## src/rtl/booth_mul32_pkg.sv

```systemverilog
// Shared constants and types for the radix-2 Booth multiplier.
// Imported by the top and its adder.
package booth_mul32_pkg;

   localparam int WIDTH = 32;
   localparam int CNT_W = 6;
   localparam int NBLK  = WIDTH / 4;

   typedef enum logic [1:0] {
      IDLE = 2'd0,
      RUN  = 2'd1,
      DONE = 2'd2
   } state_e;

   typedef enum logic [1:0] {
      NOP = 2'd0,
      ADD = 2'd1,
      SUB = 2'd2
   } booth_sel_e;

   function automatic booth_sel_e booth_sel(
      input logic q0,
      input logic q1
   );
      booth_sel_e s;
      case ({q0, q1})
         2'b01:   s = ADD;
         2'b10:   s = SUB;
         default: s = NOP;
      endcase
      return s;
   endfunction

endpackage

```

## src/rtl/booth_mul32_add32.sv

```systemverilog
// 32-bit two-level carry-lookahead adder (4-bit groups).
// Overflow is carry-into-MSB xor carry-out.
module booth_mul32_add32
   import booth_mul32_pkg::*;
(
   input  logic [WIDTH-1:0] a_i,
   input  logic [WIDTH-1:0] b_i,
   input  logic             cin_i,
   output logic [WIDTH-1:0] sum_o,
   output logic             cout_o,
   output logic             ovf_o
);

   logic [WIDTH-1:0] g;
   logic [WIDTH-1:0] p;
   logic [WIDTH-1:0] c;
   logic [NBLK-1:0]  bg;
   logic [NBLK-1:0]  bp;
   logic [NBLK:0]    bc;

   always_comb begin
      g     = a_i & b_i;
      p     = a_i ^ b_i;
      c     = '0;
      bg    = '0;
      bp    = '0;
      bc    = '0;
      bc[0] = cin_i;
      for (int k = 0; k < NBLK; k++) begin
         bg[k] = g[4*k+3]
               | (p[4*k+3] & g[4*k+2])
               | (p[4*k+3] & p[4*k+2] & g[4*k+1])
               | (p[4*k+3] & p[4*k+2] & p[4*k+1] & g[4*k]);
         bp[k] = &p[4*k +: 4];
         bc[k+1] = bg[k] | (bp[k] & bc[k]);
         c[4*k] = bc[k];
         c[4*k+1] = g[4*k] | (p[4*k] & bc[k]);
         c[4*k+2] = g[4*k+1]
                  | (p[4*k+1] & g[4*k])
                  | (p[4*k+1] & p[4*k] & bc[k]);
         c[4*k+3] = g[4*k+2]
                  | (p[4*k+2] & g[4*k+1])
                  | (p[4*k+2] & p[4*k+1] & g[4*k])
                  | (p[4*k+2] & p[4*k+1] & p[4*k] & bc[k]);
      end
   end

   assign sum_o  = p ^ c;
   assign cout_o = bc[NBLK];
   assign ovf_o  = c[WIDTH-1] ^ bc[NBLK];

endmodule

```

## src/rtl/booth_mul32.sv

```systemverilog
// Sequential radix-2 Booth multiplier, 32x32 -> signed 64-bit.
// One iteration per clock through the shared CLA adder.
module booth_mul32
   import booth_mul32_pkg::*;
(
   input  logic             clock,
   input  logic             clear,
   input  logic             start,
   input  logic [WIDTH-1:0] multiplicand,
   input  logic [WIDTH-1:0] multiplier,
   output logic             busy,
   output logic             done,
   output logic [WIDTH-1:0] hi,
   output logic [WIDTH-1:0] lo
);

   state_e           state_q;
   logic [WIDTH-1:0] a_q;
   logic [WIDTH-1:0] q_q;
   logic [WIDTH-1:0] m_q;
   logic [WIDTH-1:0] hi_q;
   logic [WIDTH-1:0] lo_q;
   logic             q1_q;
   logic [CNT_W-1:0] cnt_q;
   logic             busy_q;
   logic             done_q;

   booth_sel_e       sel;
   logic [WIDTH-1:0] add_b;
   logic             add_cin;
   logic [WIDTH-1:0] add_sum;
   logic             add_ovf;
   logic             unused_cout;
   logic [WIDTH-1:0] sum_d;
   logic             ovf_d;
   logic             msb_d;
   logic [WIDTH-1:0] a_d;
   logic [WIDTH-1:0] q_d;
   logic             q1_d;

   always_comb begin
      sel     = booth_sel(q_q[0], q1_q);
      add_b   = (sel == SUB) ? ~m_q : m_q;
      add_cin = (sel == SUB);
   end

   booth_mul32_add32 add32 (
      .a_i    (a_q),
      .b_i    (add_b),
      .cin_i  (add_cin),
      .sum_o  (add_sum),
      .cout_o (unused_cout),
      .ovf_o  (add_ovf)
   );

   // Sign of the true 33-bit sum feeds the shift, so A-M with M=min is safe
   always_comb begin
      sum_d = (sel == NOP) ? a_q : add_sum;
      ovf_d = (sel == NOP) ? 1'b0 : add_ovf;
      msb_d = sum_d[WIDTH-1] ^ ovf_d;
      a_d   = {msb_d, sum_d[WIDTH-1:1]};
      q_d   = {sum_d[0], q_q[WIDTH-1:1]};
      q1_d  = q_q[0];
   end

   always_ff @(posedge clock or posedge clear) begin
      if (clear) begin
         state_q <= IDLE;
         a_q     <= '0;
         q_q     <= '0;
         m_q     <= '0;
         q1_q    <= 1'b0;
         cnt_q   <= '0;
         hi_q    <= '0;
         lo_q    <= '0;
         busy_q  <= 1'b0;
         done_q  <= 1'b0;
      end else begin
         done_q <= 1'b0;
         unique case (state_q)
            IDLE, DONE: begin
               if (start) begin
                  m_q     <= multiplicand;
                  q_q     <= multiplier;
                  a_q     <= '0;
                  q1_q    <= 1'b0;
                  cnt_q   <= '0;
                  busy_q  <= 1'b1;
                  state_q <= RUN;
               end else begin
                  busy_q  <= 1'b0;
                  state_q <= IDLE;
               end
            end
            RUN: begin
               a_q   <= a_d;
               q_q   <= q_d;
               q1_q  <= q1_d;
               cnt_q <= cnt_q + 1'b1;
               if (cnt_q == CNT_W'(WIDTH - 1)) begin
                  hi_q    <= a_d;
                  lo_q    <= q_d;
                  busy_q  <= 1'b0;
                  done_q  <= 1'b1;
                  state_q <= DONE;
               end
            end
            default: begin
               busy_q  <= 1'b0;
               state_q <= IDLE;
            end
         endcase
      end
   end

   assign busy = busy_q;
   assign done = done_q;
   assign hi   = hi_q;
   assign lo   = lo_q;

endmodule

```

## config.mk

```make
export PLATFORM = sky130hd
export DESIGN_NAME = booth_mul32
export DESIGN_NICKNAME = d
export VERILOG_FILES = /design/src/rtl/booth_mul32_pkg.sv /design/src/rtl/booth_mul32_add32.sv /design/src/rtl/booth_mul32.sv
export SDC_FILE = /design/constraint.sdc
export NUM_CORES = 1
export LEC_CHECK = 0
export ABC_CLOCK_PERIOD_IN_PS = 7100
export BUFFER_PORTS_ARGS = -buffer_cell sky130_fd_sc_hd__buf_2
export CAP_MARGIN = 20
export CORE_UTILIZATION = 55
export CTS_CLUSTER_SIZE = 30
export DETAILED_ROUTE_END_ITERATION = 16
export GPL_TIMING_DRIVEN = 1
export PLACE_DENSITY_LB_ADDON = 0.25
export REMOVE_ABC_BUFFERS = 1
export SETUP_SLACK_MARGIN = 0.3
export SYNTH_ARGS = -nofsm -noshare
export SYNTH_HDL_FRONTEND = slang
export SYNTH_SLANG_ARGS = --single-unit
```

## constraint.sdc

```tcl
create_clock -name clock -period 7.1 [get_ports clock]
set_input_delay 0.355 -clock clock [delete_from_list [all_inputs] [get_ports clock]]
set_output_delay 0.355 -clock clock [all_outputs]
set_load 0.1 [all_outputs]
```

**Word level (Yosys, flattened, before mapping)**

Cells that the tools add are included.

- Multiplexer cells: 20
- Equal/unequal tests: 8
- Add/sub/neg operators: 1
- Reductions and logical operators: 15
- Bitwise gates (word level): 206

Operator list:

| cell | count |
|---|---|
| $mux 32 | 4 |
| $pmux 32 s2 | 2 |
| $and 1x1->1 | 120 |
| $or 1x1->1 | 80 |
| $xor 32x32->32 | 2 |
| $and 32x32->32 | 1 |
| $not 32->32 | 1 |
| $reduce_and 4->1 | 8 |
| $pmux 6 s2 | 1 |
| $pmux 2 s2 | 2 |
| $mux 1 | 7 |
| $add 6x1->6 const B | 1 |
| $eq 2x2->1 const B | 3 |
| $eq 6x5->1 const B | 1 |
| $mux 6 | 1 |
| $reduce_and 2->1 | 3 |
| $eq 2x1->1 const B | 2 |
| $logic_not 2->1 | 2 |
| $ne 2x2->1 const B | 2 |
| $pmux 1 s2 | 2 |
| $mux 2 | 1 |
| $reduce_bool 2->1 | 1 |
| $reduce_or 2->1 | 1 |
| $xor 1x1->1 | 2 |

- Bits of input ports: 67
- Register bits: 171
- Logic and storage cells: 260

**Longest topological paths before layout**

Gate-level depths: netlist of run 1.

- Word-level depth: 28
- Mapped depth: 18

**Modules after synthesis**

A second synthesis of run 1 with hierarchy kept.

- Cell total of the unflattened synthesis: 799
- Area, all modules: 9014.9 µm²

Modules (own cells, without submodules):

| module | times used | area an instance (µm²) | cells an instance |
|---|---|---|---|
| booth_mul32 | 1 | 7457.2 | 606 |
| booth_mul32_add32 | 1 | 1557.7 | 193 |

**Worst setup path before layout of run 1**

Ideal clock, no wire load.

- Path type: register to register
- Start: reg q1_q
- End: reg hi_q[28], in the netlist hi[28]
- Data required time: 7.031 ns
- Clock period less this slack: 3.779 ns
- Slack: 3.321 ns
- Arrival: 3.710 ns
- Stages on the path, launching flop included: 19
- Buffers on the path: 2
- Cell sequence: dfrtp_1 inv_1 ha_1 buf_6 clkbuf_1 xor2_1 ha_1 nand2_1 nor3_4 nand3_2 a2111oi_4 nor2_1 a21boi_2 a21oi_1 fa_1 xnor2_1 nand2_1 a21oi_1 a22o_1

- Word-level cells in the longest chain between the ends: 26

RTL lines:

| element | RTL line | source |
|---|---|---|
| start: declaration | booth_mul32.sv:23 | `logic q1_q;` |
| start signal: assignment | booth_mul32.sv:98 | `q1_q <= q1_d;` |
| $eq 2x2->1 / $eq 2x1->1 (equally long branches) | booth_mul32_pkg.sv:26 | `case ({q0, q1})` |
| $pmux 2 s2 * | booth_mul32_pkg.sv:26 |  |
| $eq 2x2->1 | booth_mul32.sv:43, booth_mul32.sv:44 |  |
| $mux 32 | booth_mul32.sv:43 | `add_b = (sel == SUB) ? ~m_q : m_q;` |
| $xor 32x32->32 / $and 32x32->32 (equally long branches) | booth_mul32_add32.sv:23, booth_mul32_add32.sv:22 |  |
| $and 1x1->1 (on tied branches) | booth_mul32_add32.sv:31, booth_mul32_add32.sv:32, booth_mul32_add32.sv:33 |  |
| $or 1x1->1, or another cell as far along | booth_mul32_add32.sv:31 | `\| (p[4*k+3] & g[4*k+2])` |
| $or 1x1->1 / $and 1x1->1 (equally long branches) | booth_mul32_add32.sv:32, booth_mul32_add32.sv:33 |  |
| (+10 left out) | n/a |  |
| $and 1x1->1 | booth_mul32_add32.sv:35 | `bc[k+1] = bg[k] \| (bp[k] & bc[k]);` |
| $or 1x1->1 | booth_mul32_add32.sv:35 |  |
| $and 1x1->1 | booth_mul32_add32.sv:35 |  |
| $or 1x1->1 | booth_mul32_add32.sv:35 |  |
| $and 1x1->1 | booth_mul32_add32.sv:37 | `c[4*k+1] = g[4*k] \| (p[4*k] & bc[k]);` |
| $or 1x1->1 | booth_mul32_add32.sv:37 |  |
| $xor 32x32->32 | booth_mul32_add32.sv:48 | `assign sum_o = p ^ c;` |
| $mux 32 * | booth_mul32.sv:58 | `sum_d = (sel == NOP) ? a_q : add_sum;` |
| end signal: assignment | booth_mul32.sv:74 | `hi_q <= '0;` |
| end signal: assignment | booth_mul32.sv:101 | `hi_q <= a_d;` |
| end: declaration | booth_mul32.sv:21 | `logic [WIDTH-1:0] hi_q;` |

Every way passes the cells marked *; elsewhere a longest branch is shown, timed or not.
A chain may end at the register's enable or synchronous reset.

**Worst setup path in the final report of run 1**

Ends and elaborated chain as after synthesis.

==> flow_summary.json, run 1 <==
{
  "drt-initial-drc-count": 433,
  "cp_top_family": "adder cells",
  "synth_top_area_cell": "dfrtp_1",
  "drt-total-wl_um": 19920,
  "overflow": 0,
  "hold_class": "in2reg",
  "grt_pass1_wl_um": 33820,
  "placementRows": 45,
  "slew_viol_final": 0,
  "slew_headroom_pct": 34.84,
  "synth_flop_cell": "dfrtp_1",
  "drive_gt1_share_pct": 18.68,
  "slowest_delay_ps": 560,
  "port_buffers": 132,
  "cts_resized": 0,
  "rsz0062_at_grt": "false",
  "outcome": "finished, final reports clean",
  "cts_max_path_buffers": 2,
  "synth_seq_area_share_pct": 50.34,
  "ys_ff_latch": 171,
  "post_cts_buffers": 0,
  "required_ps": 7460,
  "cp-startpoint": "q1_q",
  "setup_viol": 0,
  "core_area_um2": 15150,
  "grt_max_degree": 111,
  "drc_errors": 0,
  "nets": 1139,
  "cts.clk_slew.worst_paths_ps": 60,
  "drtAntennaViolNets": 0,
  "path_class": "reg2reg",
  "synth-edff-count": 0,
  "clock-sinks": 171,
  "syn_inst": 921,
  "cp_data_arrival_time_ps": 4700,
  "cp_slowest_cell": "ha_2",
  "worst-slew-pin-transition_ps": 977.4,
  "path_cells": "inv_1 > ha_2 > buf_4 > xor2_1 > ha_1 > nand2_1 > nor3_4 > nand3_2 > a2111oi_4 > nor2_1 > a21boi_2 > a21oi_1 > fa_1 > xnor2_1 > nand2_1 > a21oi_1 > a22o_1",
  "crit_buf_inv": 2,
  "wl_per_cell_um": 16.17,
  "grt_use_total_pct": 26.86,
  "fillers": 1285,
  "async_reset_ff_share_pct": 100.0,
  "fmaxAchievable_ghz": 0.2300,
  "die_w_um": 126.3,
  "synth_cell_type_count": 54,
  "first_pass_iters": 9,
  "n_antenna_cell": 0,
  "cp-end-kind": "flip-flop",
  "die-area_um2": 15960,
  "yosys-top-cells-count": "nand2_1 (333), dfrtp_1 (171), o21ai_0 (53)",
  "period_minus_slack_ps": 4348,
  "synth.most_common_cell": "nand2_1",
  "place.gp.congestion": 0.8150,
  "start_util_pct": 56.13,
  "cts.htree.levels": 4,
  "crit_fanout": 19,
  "syn_avg_cell_area_um2": 9.230,
  "cts_hold_buf": 0,
  "antenna_found_initial": 0,
  "vias": 6726,
  "skew_ps": 8.445,
  "num_io_pins": 133,
  "synth_area_leaders": "dfrtp_1 (50%), nand2_1 (15%), ha_1 (5.0%)",
  "worstSetupStartpointType": "flip-flop",
  "setup-tns-final_ps": 0,
  "maxCapViolations": 0,
  "die_h_um": 126.3,
  "r2r-start": "q1_q",
  "ys_warn_count": 0,
  "cts_tree": "yes",
  "cts-root-buf": "clkbuf_16",
  "yosys.area.top_type_share_pct": 50.34,
  "post-route-period-util_pct": 61.24,
  "finalHoldViolCount": 0,
  "area_growth_pct": 16.66,
  "synth_area_um2": 8501,
  "grt_pass1_vias": 6734,
  "min-delay-start": "multiplicand[2]",
  "cts_made_buffers": 17,
  "vias_per_cell": 5.459,
  "dp_hpwl_um": 12530,
  "clk_latency_ps": 420
}
-- kinds of logic (layout without fill, tap and decap cells) --
family / after synthesis / after routing / share of synthesized area (%)
AND/OR/NAND/NOR: 397 / 397 / 19.02
flip-flops: 171 / 171 / 50.34
XOR/XNOR: 53 / 53 / 5.461
adder cells (fa/ha/maj): 41 / 41 / 6.653
buffers and inverters: 66 / 189 / 3.003
multiplexers: 13 / 13 / 1.590
AO/OA/AOI/OAI: 180 / 180 / 13.94
-- registers in the layout, summed over array words and instances, names as in the netlist --
name and flops:
a_q 32, hi 32, lo 32, m_q 32
q_q 32, cnt_q 6, state_q 2, busy 1
done 1, q1_q 1
-- layer usage --
metal | global-route usage, % | wire (um) | vias up
met2 | 43.84 | 9863 | 155
met3 | 4.850 | 716 | 12
met4 | 7.371 | 185 | 0
met5 | 0 | 0 | -
met1 | 37.12 | 9155 | 3251
li1 | - | - | 3308
-- worst reg2reg max path: cells and delay by family (launching register included) --
kind,cells,cell delay (ps)
buffers and inverters,2,470
adder cells (fa/ha/maj),3,1350
XOR/XNOR,2,270
AND/OR/NAND/NOR,5,710
AO/OA/AOI/OAI,5,1110
flip-flops,1,370
-- final cells by class --
type | instances | area [um^2] | share of cell area [%]
flip-flops and latches | 171 | 4279 | 43.15
multi-input cells | 684 | 3994 | 40.27
repair buffers | 141 | 728.2 | 7.343
clock buffers | 17 | 425.4 | 4.290
well taps | 188 | 235.2 | 2.372
clock inverters | 15 | 190.2 | 1.918
inverters | 16 | 65.06 | 0.6561
-- cell usage in the layout, fill, tap and decap left out, types with 2 or more instances in the layout --
cell type,count
inv_6,4
nor2_1,18
ha_1,33
o211ai_1,8
mux2i_1,9
nand2b_1,4
o21ai_1,10
buf_2,132
inv_1,13
o21ai_0,53
xnor2_1,15
a211oi_1,4
clkinvlp_4,6
nand2_1,332
clkbuf_16,17
or3_1,4
mux2_2,4
a21o_1,11
clkinv_4,2
nor2b_1,3
o21bai_1,5
xor2_1,38
a22oi_1,32
and2_1,2
and3_1,2
fa_1,7
dfrtp_1,171
a21oi_1,28
nor2b_4,2
bufinv_16,3
o31ai_1,2
a22o_1,10
buf_4,9
nand4_1,6
a31oi_1,6
nand3_1,11
-- through the flow --
stage	utilization (%)	area, um^2	hold slack, ps	instances	worst slack (ps)
2_1_floorplan	-	8305	460.4	871	1384
3_3_place_gp	61.41	9301	451.5	1200	2922
3_5_place_dp	61.41	9301	456.2	1200	2749
4_1_cts	65.48	9917	107.0	1232	2735
5_1_grt	65.48	9917	107.8	1232	2415
6_report	65.48	9917	123.6	1232	2752
-- path summary, 6_finish.rpt --
check                               to  slack (ps)  cells past startpoint
worst max-delay path            hi[28]        2750                     17
max in group asynchronous       a_q[7]        5590                      3
worst min-delay path            m_q[2]         120                      3
worst min register to register  lo[19]         470                      2
worst max register to register  hi[28]        2750                     17
min in group asynchronous        lo[6]         150                      2
Power of run 1 is not shown: default switching activity piles up to over one toggle a cycle in this logic, so the estimate is an artifact.
==> run 2: changes to the inputs <==
--- a/config.mk
+++ b/config.mk
@@ -5,10 +5,11 @@
 export SDC_FILE = /design/constraint.sdc
 export NUM_CORES = 1
 export LEC_CHECK = 0
-export ABC_CLOCK_PERIOD_IN_PS = 7100
+export ABC_AREA = 1
+export ABC_CLOCK_PERIOD_IN_PS = 3750
 export BUFFER_PORTS_ARGS = -buffer_cell sky130_fd_sc_hd__buf_2
 export CAP_MARGIN = 20
-export CORE_UTILIZATION = 55
+export CORE_UTILIZATION = 52
 export CTS_CLUSTER_SIZE = 30
 export DETAILED_ROUTE_END_ITERATION = 16
 export GPL_TIMING_DRIVEN = 1
==> constraint.sdc (replaced) <==
create_clock -name clock -period 3.75 [get_ports clock]
set_input_delay 0.1875 -clock clock [delete_from_list [all_inputs] [get_ports clock]]
set_output_delay 0.1875 -clock clock [all_outputs]
set_load 0.1 [all_outputs]
==> run 2 against run 1 <==
Core utilization increased by 0.32 points. Non-clock buffer count increased by 51. Clock skew decreased by 0.50 ps. Critical path depth increased by 4. Cell count increased by 4.8%. Register-to-register slack got worse by 2400 ps. Critical path type unchanged. Wire length decreased by 0.97%. Maximum frequency increased by 28%. Largest cell class unchanged. Final area increased by 5.8%. Synthesized cell count decreased by 2.1%. Via count increased by 2.0%.
==> flow_summary.json, run 2 <==
{
  "outcome": "finished, final reports clean",
  "post-route-period-util_pct": 90.48,
  "maxCapViolations": 0,
  "place_ws_ps": 56.43,
  "yosys.area_share.simple_pct": 14.93,
  "die-area_um2": 16860,
  "antenna_found_initial": 0,
  "drc_errors": 0,
  "synth_seq_area_share_pct": 50.35,
  "setup-tns-final_ps": 0,
  "path_class": "reg2reg",
  "cp_data_arrival_time_ps": 3740,
  "yosys.area.top_type_share_pct": 50.35,
  "p_int_mw": 3.008,
  "drt-initial-drc-count": 393,
  "port_buffers": 132,
  "core_area_um2": 15940,
  "hold_class": "in2reg",
  "grt-busiest-layer": "met2",
  "cts.htree.levels": 4,
  "cts.clk_slew.worst_paths_ps": 60,
  "p_clk_share_pct": 46.3,
  "rsz0062_at_grt": "true",
  "cts_tree": "yes",
  "p_comb_share_pct": 4.9,
  "wl_per_cell_um": 15.28,
  "grt_use_met3_pct": 4.469,
  "n_antenna_cell": 0,
  "synthAdderAreaFrac_pct": 6.654,
  "worstSetupStartpointType": "flip-flop",
  "synth_area_um2": 8499,
  "skew_ps": 7.943,
  "ys_ff_latch": 171,
  "required_ps": 4100,
  "die_h_um": 129.8,
  "crit_fanout": 7,
  "clock-sinks": 171,
  "cellPowerDensity_nw_per_um2": 361.9,
  "async_reset_ff_share_pct": 100.0,
  "post-place-cells": 1216,
  "synth-edff-count": 0,
  "die_w_um": 129.8,
  "stdcell_count": 1291,
  "syn_inst": 902,
  "vias_per_cell": 5.313,
  "min-delay-start": "multiplier[11]",
  "synth_cell_type_count": 34,
  "yosys-top-cells-count": "dfrtp_1 (171), nand2_1 (163), o21ai_0 (99)",
  "syn_avg_cell_area_um2": 9.423,
  "grt_use_met1_pct": 32.78,
  "placementRows": 46,
  "leakage_nw": 5.462,
  "synth.most_common_cell": "dfrtp_1",
  "slew_viol_final": 0,
  "fmaxAchievable_ghz": 0.2947,
  "grt_pass1_vias": 6524,
  "seqPwrFrac_pct": 48.8,
  "drt-total-wl_um": 19730,
  "overflow": 0,
  "switchingPower_uw": 788.4,
  "period_minus_slack_ps": 3393,
  "area_growth_pct": 23.42,
  "synthXorXnorAreaFrac_pct": 3.607,
  "slew_headroom_pct": 46.48,
  "num_io_pins": 133,
  "synth_top_area_cell": "dfrtp_1",
  "drive_gt1_share_pct": 25.40,
  "netSwitchingFraction_pct": 20.77,
  "cts_max_path_buffers": 2,
  "grt_use_total_pct": 23.98,
  "grt_max_degree": 86,
  "fillers": 1323,
  "ys_warn_count": 0,
  "max-vdd-ir-drop_mv": 0.3354,
  "synthMuxAreaShare_pct": 4.240,
  "start_util_pct": 53.31,
  "final_common_cell": "dfrtp_1",
  "worst-slew-pin-transition_ps": 802.8,
  "finalHoldViolCount": 0,
  "cts-root-buf": "clkbuf_16",
  "grt_pass1_wl_um": 31580,
  "clk_latency_ps": 430,
  "setup_viol": 0,
  "r2r-start": "q_q[0]",
  "cts_made_buffers": 17,
  "dp_hpwl_um": 12500,
  "drtAntennaViolNets": 0,
  "nets": 1173,
  "synth_top_family_by_area": "simple AND/OR/NAND/NOR gates",
  "place.gp.congestion": 0.8508,
  "synth_compound_area_share_pct": 13.79,
  "power_mw": 3.797,
  "synth_flop_cell": "dfrtp_1",
  "vias": 6859,
  "first_pass_iters": 5,
  "cp-end-kind": "flip-flop",
  "cp-startpoint": "q_q[0]",
  "fin_ws_ps": 357.1,
  "synth_area_leaders": "dfrtp_1 (50%), nand2_1 (7.2%), o21ai_0 (5.8%)",
  "met2_usage_pct": 39.16,
  "final_cell_mix": "dfrtp_1 (171), nand2_1 (161), buf_2 (132)"
}
-- run 2: critical path, stage by stage (launching register included) --
cell and delay [ps]:
dfrtp_1 400, ha_4 220, buf_12 140, xor2_2 130, ha_1 370, a21oi_2 200, o21ai_0 140, a21oi_2 230
nand2_4 80, nand2_2 70, nand2_4 60, nand2_4 70, nand2_4 60, nand2_2 80, nand2_4 60, nand2_4 70
nand2_4 40, inv_2 60, fa_2 430, a21oi_1 130, o21ai_1 100, o21ai_1 140
-- run 2: power groups by stage --
stage / clock [mW] / sequential, mW / combinational [mW]
after detailed placement: 0 / 1.89 / 0.167
after CTS: 1.78 / 1.85 / 0.191
after global routing: 1.86 / 1.85 / 0.210
after floorplan: 0 / 1.89 / 0.0924
after global placement: 0 / 1.89 / 0.162
final: 1.76 / 1.85 / 0.187
-- run 2: repair_timing --
action / CTS / global route
buffers inserted: 3 / 13
hold endpoints to repair: 112 / 0
hold buffers: 30 / 0
setup endpoints to repair: 12 / 13
gates resized for setup: 2 / 29
pin swaps: 0 / 13
-- run 2: cell type report --
type,count,area (um^2),area share [%]
Sequential cell,171,4279,40.79
Timing Repair Buffer,192,1226,11.69
Inverter,95,361.6,3.447
Tap cell,216,270.3,2.576
Clock buffer,21,460.4,4.389
Clock inverter,8,120.1,1.145
Multi-Input combinational cell,588,3772,35.96
-- run 2: logic make-up after synthesis --
group,after synthesis
compound gates,197
xor+xnor,35
fa+ha+maj,41
buf+inv,143
flops,171
mux,32
simple gates,283
-- run 2: worst paths after layout --
path	to	slack, ps	depth (start not counted)
max in group asynchronous	q_q[5]	2370	4
worst min-delay path	q_q[11]	10	3
worst min register to register	lo[15]	480	2
min in group asynchronous	q_q[23]	450	3
worst max register to register	hi[27]	360	21
worst max-delay path	hi[27]	360	21
-- run 2: stage by stage --
stage / hold WS, ps / instance area, um^2 / util (%)
final: 9.759 / 10490 / 65.80
after global routing: 13.48 / 10490 / 65.80
after CTS: 1.307 / 10300 / 64.62
after detailed placement: 397.3 / 9373 / 58.79
after global placement: 388.9 / 9373 / 58.79
after floorplan: 338.2 / 8309 / -
-- run 2: layer usage --
metal	vias to the layer above	wire, um
met5	-	0
li1	3356	-
met1	3307	9161
met2	177	9374
met4	0	206
met3	19	984
Note: power is estimated with default switching activity, not from simulation.
==> run 3: changes to the inputs <==
--- a/config.mk
+++ b/config.mk
@@ -13,7 +13,7 @@
 export CTS_CLUSTER_SIZE = 30
 export DETAILED_ROUTE_END_ITERATION = 16
 export GPL_TIMING_DRIVEN = 1
-export PLACE_DENSITY_LB_ADDON = 0.25
+export PLACE_DENSITY = 0.89
 export REMOVE_ABC_BUFFERS = 1
 export SETUP_SLACK_MARGIN = 0.3
 export SYNTH_ARGS = -nofsm -noshare
==> run 3 against run 2 <==
Global-route usage rose by 2.1 points. Worst setup slack got worse by 60 ps. Power rose by 0.13%. Largest cell class unchanged. Clock skew rose by 1.8 ps. Highest routed layer is now met5. Cell count rose by 0.85%. Count of clock-buffer cells in the layout fell by 3.
==> flow_summary.json, run 3 (synthesized netlist as in run 2, its figures left out) <==
{
  "crit_fanout": 7,
  "stdcell_count": 1302,
  "post-route-period-util_pct": 92.07,
  "drt-total-wl_um": 21370,
  "cts-root-buf": "clkbuf_16",
  "rsz0062_at_grt": "true",
  "place_ws_ps": -29.07,
  "place_area_um2": 9370,
  "grt_pass1_vias": 6969,
  "die_w_um": 129.8,
  "post-place-cells": 1214,
  "drive_gt1_share_pct": 25.51,
  "nets": 1181,
  "r2r-start": "q_q[0]",
  "die_h_um": 129.8,
  "path_class": "reg2reg",
  "holdWs_ps": 0.6183,
  "cts.htree.levels": 4,
  "worst-slew-pin-transition_ps": 731.6,
  "cp-end-kind": "flip-flop",
  "hold_class": "in2reg",
  "final_cell_mix": "dfrtp_1 (171), nand2_1 (158), buf_2 (132)",
  "num_io_pins": 133,
  "fin_area_um2": 10610,
  "period_minus_slack_ps": 3453,
  "cp_data_arrival_time_ps": 3760,
  "grt_pass1_wl_um": 33860,
  "clock-sinks": 171,
  "required_ps": 4060,
  "cts_tree": "yes",
  "hold_depth": 3,
  "outcome": "finished, final reports clean",
  "core_area_um2": 15940,
  "first_pass_iters": 5,
  "start_util_pct": 53.31,
  "min-delay-start": "multiplier[27]",
  "r2r_cells": 21,
  "fillers": 1220,
  "cts_made_buffers": 17,
  "overflow": 0,
  "slew_viol_final": 0,
  "finalHoldViolCount": 0,
  "slew_headroom_pct": 51.23,
  "die-area_um2": 16860,
  "clk_latency_ps": 440,
  "grt_use_total_pct": 26.05,
  "netSwitchingFraction_pct": 24.00,
  "worstSetupStartpointType": "flip-flop",
  "n_antenna_cell": 0,
  "switchingPower_uw": 912.3,
  "power_mw": 3.802,
  "final_common_cell": "dfrtp_1",
  "antenna_found_initial": 1,
  "cp-startpoint": "q_q[0]",
  "port_buffers": 132,
  "place.gp.congestion": 0.8887,
  "cts_max_path_buffers": 2,
  "grt_max_degree": 81,
  "wl_per_cell_um": 16.41,
  "p_comb_share_pct": 5.2,
  "vias_per_cell": 5.502,
  "area_growth_pct": 24.79,
  "placementRows": 46,
  "drtAntennaViolNets": 0,
  "dp_hpwl_um": 13260,
  "p_int_mw": 2.889,
  "maxCapViolations": 0,
  "drc_errors": 0,
  "p_clk_share_pct": 46.1,
  "cellPowerDensity_nw_per_um2": 358.4,
  "leakage_nw": 5.494,
  "fin_ws_ps": 297.3,
  "cts.clk_slew.worst_paths_ps": 70,
  "setup_viol": 0,
  "max-vdd-ir-drop_mv": 0.3598,
  "drt-initial-drc-count": 551,
  "skew_ps": 9.709,
  "seqPwrFrac_pct": 48.7,
  "vias": 7164,
  "fmaxAchievable_ghz": 0.2896
}
-- run 3: changes by cell type in the layout (fill, tap and decap cells not counted), moves of 2 or more --
| cell | change |
|---|---|
| clkbuf_8 | -2 |
| dlygate4sd3_1 | +13 |
| nand2_4 | +3 |
| buf_6 | -3 |
| nor2_1 | -2 |
| inv_8 | +5 |
| clkinv_2 | -2 |
| bufinv_16 | -2 |
| buf_4 | -3 |
| inv_6 | +4 |
| nor2_2 | +2 |
| nand2_1 | -3 |
-- run 3: path summary, 6_finish.rpt --
path / to / slack [ps]
setup / recovery: a_q[27] / 300
hold / removal: q_q[27] / 0.6
setup reg to reg: a_q[27] / 300
hold reg to reg: hi[31] / 480
max in group asynchronous: a_q[26] / 2440
min in group asynchronous: lo[22] / 410
-- run 3: power by group through the flow --
stage	registers [mW]	logic (mW)	clock network, mW
after CTS	1.85	0.202	1.76
final	1.85	0.199	1.75
after detailed placement	1.89	0.165	0
after global placement	1.89	0.158	0
after floorplan	1.89	0.0924	0
after global routing	1.85	0.222	1.84
-- run 3: area by class of cell --
cell class	count	area, um^2	area share [%]
clock buffers	18	429.2	4.046
clock inverters	14	148.9	1.404
inverters	95	364.1	3.433
multi-input cells	588	3795	35.78
flip-flops and latches	171	4279	40.34
well taps	216	270.3	2.548
repair buffers	200	1320	12.45
-- run 3: per-layer routing --
metal | global-route usage (%) | share of wire (%) | vias to the layer above
met5 | 0 | 0.061 | -
met4 | 8.003 | 1.9 | 2
met3 | 6.109 | 7.7 | 33
met2 | 45.89 | 50 | 286
met1 | 31.69 | 41 | 3467
li1 | - | - | 3376
-- run 3: worst max-delay path: stages, from the launching register on --
cell	delay (ps)
dfrtp_1	420
ha_4	230
buf_6	160
xor2_1	150
ha_1	350
inv_1	90
nor3_2	280
nand2_4	80
nand2_4	80
nand2_4	50
nand2_4	90
nand2_4	50
nand2_4	80
nand2_4	50
nand2_4	90
nand2_4	60
nand2_4	90
inv_4	40
fa_2	600
a21oi_2	70
o21ai_2	90
o21ai_1	90
-- run 3: repair_timing --
item | in CTS | in global routing
setup endpoints to repair | 13 | 12
gates resized for setup | 14 | 23
setup buffers | 2 | 11
pin swaps | 7 | 12
endpoints found under the hold margin | 120 | 0
hold buffers | 43 | 0
-- run 3: metrics by stage --
| step | TNS (ps) | utilization [%] |
|---|---|---|
| floorplan | -284630 | - |
| global placement | 0 | 58.77 |
| detailed placement | -29.07 | 58.77 |
| CTS | 0 | 65.49 |
| global route | 0 | 66.53 |
| finish | 0 | 66.53 |
